$ cat src/rtl/alu64_mp_seq.sv
// Multi-precision operand sequencer for a 64-bit ripple-carry ALU.
// Optional flags outputs (res_zero/res_neg) enabled by ALU64_MP_SEQ_FLAGS_EN.
module alu64_mp_seq #(
  parameter int MAX_WORDS     = 4,
  parameter int SETTLE_CYCLES = 2,
  parameter int NW            = $clog2(MAX_WORDS) + 1
) (
  input  logic          clk,
  input  logic          rst_n,
  input  logic          req_valid,
  output logic          req_ready,
  input  logic [1:0]    req_op,
  input  logic          req_cin,
  input  logic [NW-1:0] req_nwords,
  input  logic          opnd_valid,
  output logic          opnd_ready,
  input  logic [63:0]   opnd_a,
  input  logic [63:0]   opnd_b,
  output logic          res_valid,
  input  logic          res_ready,
  output logic [63:0]   res_s,
  output logic          res_cout,
  output logic          res_last,
  output logic          res_err,
`ifdef ALU64_MP_SEQ_FLAGS_EN
  output logic          res_zero,
  output logic          res_neg,
`endif
  output logic [63:0]   alu_a,
  output logic [63:0]   alu_b,
  output logic          alu_cin,
  output logic [1:0]    alu_op,
  input  logic [63:0]   alu_s,
  input  logic          alu_cout
);

  localparam int CW = $clog2(SETTLE_CYCLES + 1);

  typedef enum logic [1:0] {
    S_IDLE,
    S_WAIT_OPND,
    S_SETTLE,
    S_OUTPUT
  } state_t;

  state_t          r_state;
  logic            r_req_ready;
  logic            r_opnd_ready;
  logic            r_res_valid;
  logic [63:0]     r_res_s;
  logic            r_res_cout;
  logic            r_res_last;
  logic            r_res_err;
  logic [63:0]     r_alu_a;
  logic [63:0]     r_alu_b;
  logic            r_alu_cin;
  logic [1:0]      r_alu_op;
  logic [1:0]      r_op;
  logic            r_carry;
  logic [NW-1:0]   r_nwords;
  logic [NW-1:0]   r_idx;
  logic [CW-1:0]   r_cnt;
`ifdef ALU64_MP_SEQ_FLAGS_EN
  logic            r_zacc;
  logic            r_res_zero;
  logic            r_res_neg;
  logic            w_szero;
`endif

  logic w_bad;
  logic w_last;

  assign w_bad  = (req_nwords == '0) ||
                  (req_nwords > NW'(MAX_WORDS));
  assign w_last = (r_idx == r_nwords - NW'(1));
`ifdef ALU64_MP_SEQ_FLAGS_EN
  assign w_szero = (alu_s == 64'h0);
`endif

  // Request/operand/result sequencing with registered outputs.
  always_ff @(posedge clk or negedge rst_n) begin
    if (!rst_n) begin
      r_state      <= S_IDLE;
      r_req_ready  <= 1'b0;
      r_opnd_ready <= 1'b0;
      r_res_valid  <= 1'b0;
      r_res_s      <= '0;
      r_res_cout   <= 1'b0;
      r_res_last   <= 1'b0;
      r_res_err    <= 1'b0;
      r_alu_a      <= '0;
      r_alu_b      <= '0;
      r_alu_cin    <= 1'b0;
      r_alu_op     <= '0;
      r_op         <= '0;
      r_carry      <= 1'b0;
      r_nwords     <= '0;
      r_idx        <= '0;
      r_cnt        <= '0;
`ifdef ALU64_MP_SEQ_FLAGS_EN
      r_zacc       <= 1'b0;
      r_res_zero   <= 1'b0;
      r_res_neg    <= 1'b0;
`endif
    end else begin
      unique case (r_state)
        S_IDLE: begin
          if (r_req_ready && req_valid) begin
            r_req_ready <= 1'b0;
            r_op        <= req_op;
            r_carry     <= req_cin;
            r_nwords    <= req_nwords;
            r_idx       <= '0;
`ifdef ALU64_MP_SEQ_FLAGS_EN
            r_zacc      <= 1'b1;
`endif
            if (w_bad) begin
              r_res_s     <= '0;
              r_res_cout  <= 1'b0;
              r_res_err   <= 1'b1;
              r_res_last  <= 1'b1;
              r_res_valid <= 1'b1;
`ifdef ALU64_MP_SEQ_FLAGS_EN
              r_res_zero  <= 1'b0;
              r_res_neg   <= 1'b0;
`endif
              r_state     <= S_OUTPUT;
            end else begin
              r_opnd_ready <= 1'b1;
              r_state      <= S_WAIT_OPND;
            end
          end else begin
            r_req_ready <= 1'b1;
          end
        end
        S_WAIT_OPND: begin
          if (r_opnd_ready && opnd_valid) begin
            r_opnd_ready <= 1'b0;
            r_alu_a      <= opnd_a;
            r_alu_b      <= opnd_b;
            r_alu_cin    <= r_carry;
            r_alu_op     <= r_op;
            r_cnt        <= CW'(SETTLE_CYCLES);
            r_state      <= S_SETTLE;
          end
        end
        S_SETTLE: begin
          r_cnt <= r_cnt - CW'(1);
          if (r_cnt == CW'(1)) begin
            r_res_s     <= alu_s;
            r_res_cout  <= alu_cout;
            r_carry     <= alu_cout;
            r_res_last  <= w_last;
            r_res_err   <= 1'b0;
            r_res_valid <= 1'b1;
`ifdef ALU64_MP_SEQ_FLAGS_EN
            r_zacc      <= r_zacc & w_szero;
            r_res_zero  <= w_last & r_zacc & w_szero;
            r_res_neg   <= w_last & alu_s[63];
`endif
            r_state     <= S_OUTPUT;
          end
        end
        S_OUTPUT: begin
          if (res_ready) begin
            r_res_valid <= 1'b0;
            if (r_res_last) begin
              r_req_ready <= 1'b1;
              r_state     <= S_IDLE;
            end else begin
              r_idx        <= r_idx + NW'(1);
              r_opnd_ready <= 1'b1;
              r_state      <= S_WAIT_OPND;
            end
          end
        end
      endcase
    end
  end

  assign req_ready  = r_req_ready;
  assign opnd_ready = r_opnd_ready;
  assign res_valid  = r_res_valid;
  assign res_s      = r_res_s;
  assign res_cout   = r_res_cout;
  assign res_last   = r_res_last;
  assign res_err    = r_res_err;
  assign alu_a      = r_alu_a;
  assign alu_b      = r_alu_b;
  assign alu_cin    = r_alu_cin;
  assign alu_op     = r_alu_op;
`ifdef ALU64_MP_SEQ_FLAGS_EN
  assign res_zero   = r_res_zero;
  assign res_neg    = r_res_neg;
`endif

endmodule
$ cat config.mk
export PLATFORM = sky130hd
export DESIGN_NAME = alu64_mp_seq
export DESIGN_NICKNAME = d
export VERILOG_FILES = /design/src/rtl/alu64_mp_seq.sv
export SDC_FILE = /design/constraint.sdc
export NUM_CORES = 1
export LEC_CHECK = 0
export BUFFER_PORTS_ARGS = -buffer_cell sky130_fd_sc_hd__buf_4
export CELL_PAD_IN_SITES_DETAIL_PLACEMENT = 1
export CELL_PAD_IN_SITES_GLOBAL_PLACEMENT = 2
export CORE_MARGIN = 2
export CORE_UTILIZATION = 29
export CTS_BUF_LIST = sky130_fd_sc_hd__clkbuf_16
export DETAILED_ROUTE_END_ITERATION = 6
export GPL_TIMING_DRIVEN = 0
export MAX_ROUTING_LAYER = met4
export PLACE_DENSITY = 0.8
export SLEW_MARGIN = 15
export SYNTH_ARGS = -nofsm -noshare
export SYNTH_HDL_FRONTEND = slang
export SYNTH_SLANG_ARGS = --single-unit
$ cat constraint.sdc
create_clock -name clk -period 2.4 [get_ports clk]
set_input_delay 0.24 -clock clk [delete_from_list [all_inputs] [get_ports clk]]
set_output_delay 0.24 -clock clk [all_outputs]
set_load 0.05 [all_outputs]
==> metrics.txt, run 1 <==
Async S/R FF share, synth 1.000; Worst EP arrival about 2.7 ns; Reg area around 5400 µm²; Slew Viols, Final 0; post-route ant nets 0; Die W 177.6 µm; crit-path cells inv_1, ha_1, a21bo_2, o211ai_2, a21oi_4, buf_6, buf_6, mux2i_1; Most used DFF post-synth dfrtp_1; CTS root buf clkbuf_16; largest net degree at the start of global routing 90; Final Hold Fails 0; Compound-Gate Fraction of Synth Area 0.01761; Routed WL between 30 and 40 mm; Setup TNS 0 ns; Detailed Place HPWL 21.26 mm; Die Height between 150 and 200 µm; CP endpoint kind flip-flop; first-pass GRT wire length approximately 49 mm; main combinational cell family by area after synthesis multiplexers; Final Util 0.5105; WS Path Type reg -> reg; Seq cells post-synth 214; initial antenna violation count 1; DRC 0; EDFF count, synth 0; Synth Area in XOR/XNOR 0.005012; Mapped Avg Cell Area roughly 13 µm²; post-layout instance count excluding filler cells ~1.7k; CTS tree yes; initial core utilization 0.2948; nets@finish 1497; Setup Slack @ Placement -0.1131 ns; crit share post-route 0.9192; net count after synthesis 865; TritonCTS Buffers 26; Worst Hold Class in -> reg; dpl cells ~1.4k; Post-Syn Area about 8700 µm²; drt first-iter violations 270; Slew @ Worst Pin roughly 0.71 ns; PwrDens ~530 nW/µm²; Setup Skew around 0.0086 ns; vias in the first global route 8537; top cells by area, synth dfrtp_1, mux2_2, mux2i_1, inv_1, nand2_1; crit path buf inv count 3; fillers between 3k and 4k; largest area contributor in the netlist dfrtp_1; site row count 63; sequential share of the synthesized area 0.6129; crit path max fanout 10; I/O Pins roughly 400; max-cap violations 0; number of detailed-route iterations in the first pass 4; grt ovf 0; synth unique cells 33; cell count after synthesis 652; htree depth 1; Vias/cell 4.446; RSZ-0062 raised after global routing no; Port Buffers roughly 400; CP required 2.84 ns; Setup Viol. Count Final 0; routed via count 7527; crit-path max cell delay between 0.3 and 0.4 ns; Layout Area Growth over Synthesis 73.18%; Clock Sinks roughly 210; status complete, no violations; Worst-Skew Late Latency 0.52 ns; die footprint between 30000 and 40000 µm²; area occupied by multi-input gates ~2900 µm²; leakage ~8 nW; CORE AREA 29640 µm²; Worst VDD drop ~0.00055 V; Post-Synth Adder-Cell Area 0.01289; top cell type's share of synthesized area 0.6129; Slowest cell on crit path dfrtp_1; Critical Path Start Type flip-flop; delay-heaviest family, CP compound AO/OA/AOI/OAI gates; Top cell by count, worst path buf_6; PnR worst setup slack 0.1940 ns; Post-CTS Setup Bufs 0; Slew headroom 0.5215; Avg WL per Cell between 15 and 20 µm; GRT Overall Usage 0.2079; clock transition at the registers of the reported paths ~0.060 ns; proportion of layout cells with a drive suffix above 1 0.4627; clock buffer depth 3; Max Clk Rate between 400 and 500 MHz; total number of yosys warnings 0; Period minus WS final about 2.2 ns; mux contribution to synthesized area 0.2583; simple-gate share of the synthesized area 0.04167; Final GP Congestion roughly 0.75
==> through the flow <==
stage,hold WS [ns],power [mW],cell area (µm²)
CTS,0.01586,8.123,15120
global placement,0.4721,4.012,12260
detailed placement,0.1872,4.029,12320
finish,0.05977,8.024,15130
global route,0.05626,8.335,15130
floorplan,-0.05559,3.683,8737
==> cell type report <==
type / count / share of cell area
Antenna cell: 2 / 0.0003308
Buffer: 29 / 0.01075
Clock buffer: 27 / 0.04465
Clock inverter: 18 / 0.008517
Inverter: 76 / 0.01885
Multi-Input combinational cell: 332 / 0.1944
Sequential cell: 214 / 0.3540
Tap cell: 390 / 0.03225
Timing Repair Buffer: 605 / 0.3362
==> timing repair <==
item | in CTS | in global routing
hold endpoints to repair | 245 | 0
resized for setup | 2 | 2
hold buffers | 199 | 0
endpoints found under the setup margin | 115 | 8
==> worst reg2reg max path, cell delays in order (launching register included) <==
cell	delay [ns]
dfrtp_1	0.39
inv_1	0.12
ha_1	0.31
a21bo_2	0.28
o211ai_2	0.14
a21oi_4	0.22
buf_6	0.22
buf_6	0.23
mux2i_1	0.23
==> synthesized netlist by cell type, types with 2 or more instances <==
master and instances:
a21bo_2 2, a21oi_1 4, buf_1 4, buf_2 9
buf_4 3, buf_6 4, clkbuf_1 10, dfrtp_1 214
ha_1 9, inv_1 76, mux2_2 140, mux2i_1 68
nand2_1 70, nand2b_1 3, nand3_1 5, nand3b_1 2
nand4_1 2, nor2_1 2, nor3_1 2, o21ai_0 6
xnor2_1 5
==> layer usage <==
metal / up-vias / GRT usage / wire length [µm]
li1: 3435 / - / -
met1: 3767 / 0.2291 / 12500
met2: 249 / 0.3740 / 17400
met3: 76 / 0.04006 / 1748
met4: 0 / 0.07104 / 1224
met5: - / - / 0
==> state kept, by name, summed over array words and instances (netlist names), 2 cells and up <==
| name | flops |
|---|---|
| alu_op | 2 |
| alu_b | 64 |
| alu_a | 64 |
| r_cnt | 2 |
| res_s | 64 |
| r_nwords | 3 |
| r_op | 2 |
| r_state | 2 |
| r_idx | 3 |
==> where the power goes <==
group	leakage, nW	internal, mW	switching, mW
combinational	4.73	0.432	0.208
sequential	2.62	3.61	0
clock	0.426	2.22	1.55
==> final timing paths <==
| check | from | endpoint | slack, ns | cells after the start |
|---|---|---|---|---|
| setup / recovery | r_state[0] | res_s[34] | 0.19 | 8 |
| hold / removal | req_cin | r_carry | 0.06 | 3 |
| setup reg to reg | r_state[0] | res_s[34] | 0.19 | 8 |
| hold reg to reg | alu_a[53] | alu_a[53] | 0.50 | 1 |
| max in group asynchronous | rst_n | res_s[41] | 1.33 | 3 |
| min in group asynchronous | rst_n | alu_b[17] | 0.23 | 2 |
==> cells by family (layout without fill, tap and decap cells) <==
family                     Yosys count  after routing
adders and majority gates            9              9
muxes                              208            208
DFF                                214            214
AOI/OAI and AO/OA                   22             22
buffers and inverters              106            755
other                                0              2
and+or+nand+nor                     88             88
xor gates and xnor gates             5              5
==> cells in the final DEF, fill, tap and decap left out, types with 5 or more instances in the layout <==
cell type / netlist / routed
buf_4: 3 / 406
dfrtp_1: 214 / 213
dlygate4sd3_1: 0 / 199
mux2_2: 140 / 140
inv_1: 76 / 84
nand2_1: 70 / 70
mux2i_1: 68 / 68
clkbuf_16: 0 / 27
buf_2: 9 / 9
clkbuf_1: 10 / 8
ha_1: 9 / 8
o21ai_0: 6 / 6
nand3_1: 5 / 5
xnor2_1: 5 / 5
(Power assumes the default switching activity.)
==> inputs of run 2 (changes only) <==
--- a/config.mk
+++ b/config.mk
@@ -5,16 +5,16 @@
 export SDC_FILE = /design/constraint.sdc
 export NUM_CORES = 1
 export LEC_CHECK = 0
+export ABC_AREA = 1
 export BUFFER_PORTS_ARGS = -buffer_cell sky130_fd_sc_hd__buf_4
 export CELL_PAD_IN_SITES_DETAIL_PLACEMENT = 1
 export CELL_PAD_IN_SITES_GLOBAL_PLACEMENT = 2
 export CORE_MARGIN = 2
-export CORE_UTILIZATION = 29
+export CORE_UTILIZATION = 28
 export CTS_BUF_LIST = sky130_fd_sc_hd__clkbuf_16
 export DETAILED_ROUTE_END_ITERATION = 6
-export GPL_TIMING_DRIVEN = 0
 export MAX_ROUTING_LAYER = met4
-export PLACE_DENSITY = 0.8
+export PLACE_DENSITY = 0.9
 export SLEW_MARGIN = 15
 export SYNTH_ARGS = -nofsm -noshare
 export SYNTH_HDL_FRONTEND = slang
==> metrics.txt, run 2 <==
status complete, no violations; Detailed Place HPWL 20.62 mm; Port Buffers around 400; clock transition at the registers of the reported paths about 0.060 ns; CTS tree yes; net switching power 11.36 mW; grt ovf 0; clock buffer depth 3; Setup Skew 0.01951 ns; top cells by area, synth dfrtp_1, mux2_2, nand2_1, mux2_1, o21ai_1; cell count after synthesis just over 700; die footprint around 32000 µm²; Period minus WS final about 2.1 ns; TritonCTS Buffers 24; Routed WL 33.68 mm; hold path depth 3; Slew headroom 0.6390; Vias/cell between 4 and 5; htree depth 1; Seq cells post-synth between 200 and 250; cells on worst reg2reg path 8; largest area contributor in the netlist dfrtp_1; GRT Overall Usage 0.2110; Final Hold Fails 0; proportion of layout cells with a drive suffix above 1 0.4081; number of detailed-route iterations in the first pass 4; crit-path cells inv_1, ha_1, nor2_1, nor2_4, nand2_4, buf_12, nand2_1, o21ai_1; Post-CTS Setup Bufs 0; Setup Viol. Count Final 0; P_int 11.31 mW; net count after synthesis 920; worst r2r dst res_s[5]; first-pass GRT wire length a little over 50 mm; Worst-Skew Late Latency 0.52 ns; Most used DFF post-synth dfrtp_1; total power ~23 mW; Die Height roughly 180 µm; Net Sw Frac 0.5011; most instantiated cells after synthesis dfrtp_1, nand2_1, mux2_2; largest net degree at the start of global routing 76; crit share post-route 0.8766; final hold slack 0.02901 ns; Die W approximately 180 µm; most common cell in the synthesized netlist dfrtp_1; site row count 63; commonest non-fill, non-tap cell in the layout buf_4; Max Clk Rate ~480 MHz; clock share of power 0.160; Worst VDD drop ~0.00057 V; EDFF count, synth 0; Post-Syn Area between 8000 and 9000 µm²; Worst Hold Class in -> reg; Clock Sinks 214; R2R Setup Slk 0.30 ns; post-CTS resize count 0; post-route ant nets 0; sequential share of the synthesized area 0.6287; commonest cells after routing, fill and taps aside buf_4, dfrtp_1, dlygate4sd3_1; drt first-iter violations between 200 and 300; total number of yosys warnings 0; CTS Hold Buffers Added around 190; Worst setup startpoint r_state[0]; nets@finish between 1.5k and 2k; max-cap violations 0; initial antenna violation count 6; CP required approximately 2.8 ns; Layout Area Growth over Synthesis 71.94%; Critical Path Start Type flip-flop; crit-path max cell delay between 0.4 and 0.5 ns; synth unique cells 24; PwrDens 1548 nW/µm²; leakage 7.088 nW; I/O Pins 405; Final GP Congestion around 0.76; DRC 0; Worst Hold End res_s[59]; WS Path Type reg -> reg; Slowest cell on crit path dfrtp_1; Worst EP arrival between 2 and 3 ns; sequential share of power 0.280; CP endpoint kind flip-flop; CTS root buf clkbuf_16; Mapped Avg Cell Area between 10 and 15 µm²; Avg WL per Cell about 20 µm; routed via count 7690; FF-to-FF Start r_state[0]; CORE AREA 29800 µm²; RSZ-0062 raised after global routing no; Setup TNS 0 ns; Comb pwr share 0.559; top cell type's share of synthesized area 0.6287; Slew @ Worst Pin roughly 0.54 ns; Hold Path Origin alu_s[59]; Async S/R FF share, synth 1.000; fillers around 3.2k; initial core utilization 0.2859; vias in the first global route between 8k and 9k; Slew Viols, Final 0; crit path max fanout a little under 60
==> run 2: cell count changes after synthesis, sizes merged, moves of 5 or more <==
cell / delta
inv: -53
mux2: -12
nand2: +106
mux2i: -68
nor2: +11
buf: +5
nand3: +5
o21ai: +80
==> run 2: how the worst max path moves through the flow <==
stage,to,slack (ns),cells past startpoint
2_1_floorplan,res_s[0],0.72,11
3_3_place_gp,res_s[7],0.47,8
3_5_place_dp,res_s[22],0.30,8
4_1_cts,res_s[22],0.29,8
5_1_grt,res_s[5],0.10,9
6_report,res_s[5],0.30,8
==> run 2: area by class of cell <==
| cell class | instances | area (µm²) | share of cell area |
|---|---|---|---|
| diodes | 6 | 15.01 | 0.001025 |
| clock buffers | 25 | 625.6 | 0.04271 |
| clock inverters | 17 | 132.6 | 0.009055 |
| inverters | 23 | 86.33 | 0.005894 |
| multi-input cells | 433 | 2841 | 0.1940 |
| flip-flops and latches | 214 | 5355 | 0.3656 |
| well taps | 390 | 488.0 | 0.03332 |
| repair buffers | 604 | 5102 | 0.3484 |
==> run 2: cells by family after synthesis <==
| family | count (synthesis) | synth area share |
|---|---|---|
| compound gates | 93 | 0.05508 |
| xor+xnor | 2 | 0.002057 |
| fa+ha+maj | 9 | 0.01322 |
| buf+inv | 60 | 0.03892 |
| flops | 214 | 0.6287 |
| mux | 128 | 0.1692 |
| simple gates | 201 | 0.09283 |
==> run 2: routing by layer <==
| metal | GRT usage | vias to the layer above | share of wire |
|---|---|---|---|
| met4 | 0.07046 | 0 | 0.028 |
| met5 | - | - | 0 |
| met2 | 0.3781 | 319 | 0.52 |
| li1 | - | 3549 | - |
| met1 | 0.2275 | 3760 | 0.37 |
| met3 | 0.05222 | 62 | 0.077 |
==> run 2: power by group through the flow <==
| stage | clock network, mW | registers, mW | logic (mW) |
|---|---|---|---|
| 2_1_floorplan | 0 | 11.5 | 3.09 |
| 3_3_place_gp | 0 | 6.15 | 12.1 |
| 3_5_place_dp | 0 | 6.26 | 12.3 |
| 4_1_cts | 3.71 | 6.24 | 12.6 |
| 5_1_grt | 3.89 | 6.54 | 13.4 |
| 6_report | 3.63 | 6.36 | 12.7 |
==> run 2: critical path: cells and delay by family, from the launching register on <==
kind / cells / cell delay (ns)
and+or+nand+nor: 4 / 0.70
adders and majority gates: 1 / 0.28
buffers and inverters: 2 / 0.43
AOI/OAI and AO/OA: 1 / 0.11
DFF: 1 / 0.45
==> run 2: stage by stage <==
step | area [µm²] | utilization | cells | worst slack (ns)
floorplan | 8518 | - | 707 | 0.7153
global placement | 11980 | 0.4021 | 1475 | 0.4664
detailed placement | 11980 | 0.4021 | 1475 | 0.2955
CTS | 14630 | 0.4911 | 1706 | 0.2883
global route | 14650 | 0.4916 | 1712 | 0.1021
finish | 14650 | 0.4916 | 1712 | 0.2962
